### src/rtl/tx_uart.sv
// 8N1 UART transmitter: one-entry holding buffer behind a valid/ready handshake,
// start bit, 8 data bits LSB first, stop bit; each bit lasts hold_len clocks.
module tx_uart #(
   parameter int unsigned CLK_FREQ = 1000000
) (
   input  logic       i_clk,
   input  logic       i_rst,
   input  logic [3:0] sel_baud,
   input  logic [7:0] i_Data,
   input  logic       i_valid,
   output logic       o_ready,
   output logic       o_Tx,
   output logic       o_busy,
   output logic [1:0] dbg_state
);

   // Handshake: a byte moves on the rising edge where i_valid && o_ready are both
   // high; o_ready is simply "holding buffer empty", and i_Data is ignored otherwise.

   typedef enum logic [1:0] {
      IDLE  = 2'd0,
      START = 2'd1,
      DATA  = 2'd2,
      STOP  = 2'd3
   } state_t;

   state_t      state, state_nxt;
   logic [7:0]  buf_data;
   logic        buf_full;
   logic [7:0]  shift;
   logic [2:0]  bit_idx;
   logic [31:0] hold_reg;
   logic [31:0] cnt;
   logic        load;
   logic        bit_last;

   function automatic logic [31:0] hold_of(input logic [3:0] sel);
      logic [31:0] q;
      case (sel)
         4'b0001: q = 32'(CLK_FREQ / 110);
         4'b0010: q = 32'(CLK_FREQ / 300);
         4'b0011: q = 32'(CLK_FREQ / 600);
         4'b0100: q = 32'(CLK_FREQ / 1200);
         4'b0101: q = 32'(CLK_FREQ / 2400);
         4'b0110: q = 32'(CLK_FREQ / 4800);
         4'b0111: q = 32'(CLK_FREQ / 14400);
         4'b1000: q = 32'(CLK_FREQ / 19200);
         4'b1001: q = 32'(CLK_FREQ / 38400);
         4'b1010: q = 32'(CLK_FREQ / 57600);
         4'b1011: q = 32'(CLK_FREQ / 115200);
         4'b1100: q = 32'(CLK_FREQ / 128000);
         4'b1101: q = 32'(CLK_FREQ / 256000);
         default: q = 32'(CLK_FREQ / 9600);
      endcase
      if (q < 32'd2) q = 32'd2;
      return q;
   endfunction

   assign bit_last = (cnt == hold_reg - 32'd1);

   always_comb begin
      state_nxt = state;
      load      = 1'b0;
      case (state)
         IDLE: begin
            if (buf_full) begin
               load      = 1'b1;
               state_nxt = START;
            end
         end
         START: if (bit_last) state_nxt = DATA;
         DATA:  if (bit_last && bit_idx == 3'd7) state_nxt = STOP;
         STOP: begin
            // Chain straight into the next start bit so back-to-back frames have no gap
            if (bit_last) begin
               if (buf_full) begin
                  load      = 1'b1;
                  state_nxt = START;
               end else begin
                  state_nxt = IDLE;
               end
            end
         end
         default: state_nxt = IDLE;
      endcase
   end

   always_ff @(posedge i_clk or negedge i_rst) begin
      if (!i_rst) begin
         state    <= IDLE;
         buf_data <= 8'd0;
         buf_full <= 1'b0;
         shift    <= 8'd0;
         bit_idx  <= 3'd0;
         hold_reg <= 32'd2;
         cnt      <= 32'd0;
         o_Tx     <= 1'b1;
      end else begin
         state <= state_nxt;
         // Line lags the state by one clock, so every bit keeps its full width
         case (state)
            START:   o_Tx <= 1'b0;
            DATA:    o_Tx <= shift[0];
            default: o_Tx <= 1'b1;
         endcase
         if (load) begin
            shift    <= buf_data;
            buf_full <= 1'b0;
            hold_reg <= hold_of(sel_baud);
            cnt      <= 32'd0;
            bit_idx  <= 3'd0;
         end else begin
            if (i_valid && !buf_full) begin
               buf_data <= i_Data;
               buf_full <= 1'b1;
            end
            if (state != IDLE) begin
               cnt <= bit_last ? 32'd0 : cnt + 32'd1;
               if (state == DATA && bit_last) begin
                  shift   <= {1'b0, shift[7:1]};
                  bit_idx <= bit_idx + 3'd1;
               end
            end
         end
      end
   end

   assign o_ready   = ~buf_full;
   assign o_busy    = (state != IDLE);
   assign dbg_state = state;

endmodule

### config.mk
export PLATFORM = sky130hd
export DESIGN_NAME = tx_uart
export DESIGN_NICKNAME = d
export VERILOG_FILES = /design/src/rtl/tx_uart.sv
export SDC_FILE = /design/constraint.sdc
export NUM_CORES = 1
export LEC_CHECK = 0
export CAP_MARGIN = 5
export CORE_MARGIN = 1
export CORE_UTILIZATION = 40
export CTS_CLUSTER_SIZE = 28
export DETAILED_ROUTE_END_ITERATION = 6
export SKIP_CTS_REPAIR_TIMING = 1
export SYNTH_ARGS = -nofsm -noshare
export SYNTH_HDL_FRONTEND = slang
export SYNTH_SLANG_ARGS = --single-unit
### constraint.sdc
create_clock -name i_clk -period 4 [get_ports i_clk]
set_input_delay 1 -clock i_clk [delete_from_list [all_inputs] [get_ports i_clk]]
set_output_delay 1 -clock i_clk [all_outputs]
set_load 0.05 [all_outputs]
==> flow_summary.toml <==
[routing]
detail-route-antenna-nets = 0
drt_iter0_drc = 124
dr.pass1.iters = 5
vias = 3061
drt-total-wl_mm = 8.32
viasPerCell = 5.34
drc = 0
wire_per_inst_um = 14.5

[setup_path]
cp_data_arrival_time_ps = 3740
crit_fanout = 26
crit_path_end_kind = "flip-flop"
critPathKind = "flip-flop to flip-flop"
required_ps = 4200
startpoint_type = "flip-flop"

[run]
drv_cap = 0

[logic_synthesis]
synth_area_per_cell_um2 = 9.93
synth_top_area_share_pct = 39.7
synth_ff_type = "dfrtp_1"
yosysWarnings = 0
ys_ff_latch = 68
synth_area_um2 = 4160
synth.largest_area_cell = "dfrtp_1"
ys_top_cells_by_area = "dfrtp_1 (40%), mux2_4 (4.7%), nor2_1 (4.2%)"
synth.net_count = 448
synth_commonest_cells = "dfrtp_1 (66), nor2_1 (47), nand2_1 (38)"
async_flop_share_pct = 100
synth.most_common_cell = "dfrtp_1"
syn_inst = 419
synth_edf_count = 0
yosysSeqAreaShare_pct = 41.0
synth.distinct_cells = 57

[sta]
finalCritPeriodShare_pct = 88.5
setup_violations = 0
finalMaxSlewViolations = 0
period_needed_ps = 3540
hold_ws_ps = 492
rsz0062_at_grt = "false"
fin_skew_ps = 13.1
slew_headroom_pct = 52.1
tightest_slew_ps = 711
max_freq_ghz = 0.283
setup-tns-final_ps = 0
hold_viol = 0

[clocking]
tritoncts = "done"
htree_levels = 3
clockBufferDepth = 2
path_clk_slew_ps = 80
cts_buffers = 9
clk_latency_ps = 360
root_buffer = "clkbuf_8"
clock-sinks = 68

[run_status]
outcome = "finished clean"

[floorplan]
pin_count = 20
num_rows = 36
die_h_um = 104
start_util_pct = 42.0
die-area_um2 = 10800
die_w_um = 104
core_area_um2 = 9910

[global_routing]
antenna_found_initial = 0
grt_use_met3_pct = 4.01
grt_pass1_vias = 2960
met1_usage_pct = 22.4
grt_usage_pct = 16.9
grt_pass1_wl_mm = 14.6
globalRoute.busiestLayer = "met2"
grt_overflow_total = 0
met2_usage_pct = 27.0
grt_max_degree = 27

[placed_design]
finalWeightedCongestion = 0.805
hpwlAfterDp_mm = 6.08
port_buffers = 19

[finish]
syn2layout_area_growth_pct = 11.7
drive_above_1_share_pct = 14.1
antenna_cells = 0
largest_reg_flops = 32
fin_nets = 464

[power_and_ir_drop]
leakagePower_nw = 2.08
powerDensity_nw_per_um2 = 623
peakVddDrop_v = 0.000443

[min_path]
hp-class = "flip-flop to flip-flop"
## final timing paths
path                                   from           to  slack (ps)  depth (start not counted)
worst max-delay path            hold_reg[0]      cnt[18]         460                         12
worst min-delay path            buf_data[3]     shift[3]         490                          1
worst max register to register  hold_reg[0]      cnt[18]         460                         12
worst min register to register  buf_data[3]     shift[3]         490                          1
max in group asynchronous             i_rst  hold_reg[1]        2590                          2
min in group asynchronous             i_rst       cnt[3]         620                          1
## cell families (layout without fill, tap and decap cells)
group	after synthesis	in the layout	synth area share, %
AO/OA/AOI/OAI	44	44	7.40
XOR/XNOR	39	39	8.21
adder cells (fa/ha/maj)	14	14	4.21
buffers and inverters	37	58	4.24
flip-flops	68	68	41.0
multiplexers	45	45	13.1
AND/OR/NAND/NOR	172	172	21.8
## power by group
part / internal, W / switching, W / leakage (nW) / total, W
clock: 0.000296 / 0.000290 / 0.104 / 0.000586
combinational: 0.000579 / 0.000634 / 1.09 / 0.00121
sequential: 0.000885 / 0.000209 / 0.880 / 0.00109
total: 0.00176 / 0.00113 / 2.08 / 0.00289
## worst max-delay path, cell delays in order (launching register included)
cell and delay (ps):
dfrtp_1 420, nor3_1 440, nand3_1 250, nor4_1 250, ha_1 290, xor2_1 130, nand4_1 90, nor2_1 110
o2111a_1 180, nand3_1 140, or2_1 350, o21ai_4 570, nor2_1 140
## layout by cell type, fill, tap and decap left out, drive strengths merged, types with 9 or more instances in the layout
cell type / Yosys / final
a21oi: 10 / 10
clkbuf: 13 / 9
clkdlybuf4s50: 0 / 18
dfrtp: 66 / 66
ha: 14 / 14
inv: 17 / 19
mux2: 37 / 37
nand2: 38 / 38
nand3: 14 / 14
nand4: 14 / 14
nor2: 47 / 47
nor3: 9 / 9
nor4: 10 / 10
o21ai: 10 / 10
xnor2: 19 / 19
xor2: 20 / 20
## metrics by stage
stage | power, W | worst slack, ps | cells | cell area, um^2 | util (%)
final | 0.00289 | 462 | 573 | 4650 | 46.9
after CTS | 0.00294 | 433 | 573 | 4650 | 46.9
after global routing | 0.00310 | 92.7 | 573 | 4650 | 46.9
after global placement | 0.00230 | 591 | 557 | 4440 | 44.8
after detailed placement | 0.00234 | 475 | 557 | 4440 | 44.8
after floorplan | 0.00205 | 795 | 419 | 4160 | -
## layer usage
metal,share of wire (%),up-vias
met5,0,-
met1,48,1508
met4,0.76,0
met3,3.4,6
met2,47,47
li1,-,1500
## layout make-up
class	count	area [um^2]
clock buffer	9	124
multi-input combinational	314	2280
inverter	18	67.6
clock inverter	7	82.6
sequential	68	1700
tap	133	166
timing repair buffer	24	223
fill	981	5260
Note: power is estimated with default switching activity, not from simulation.
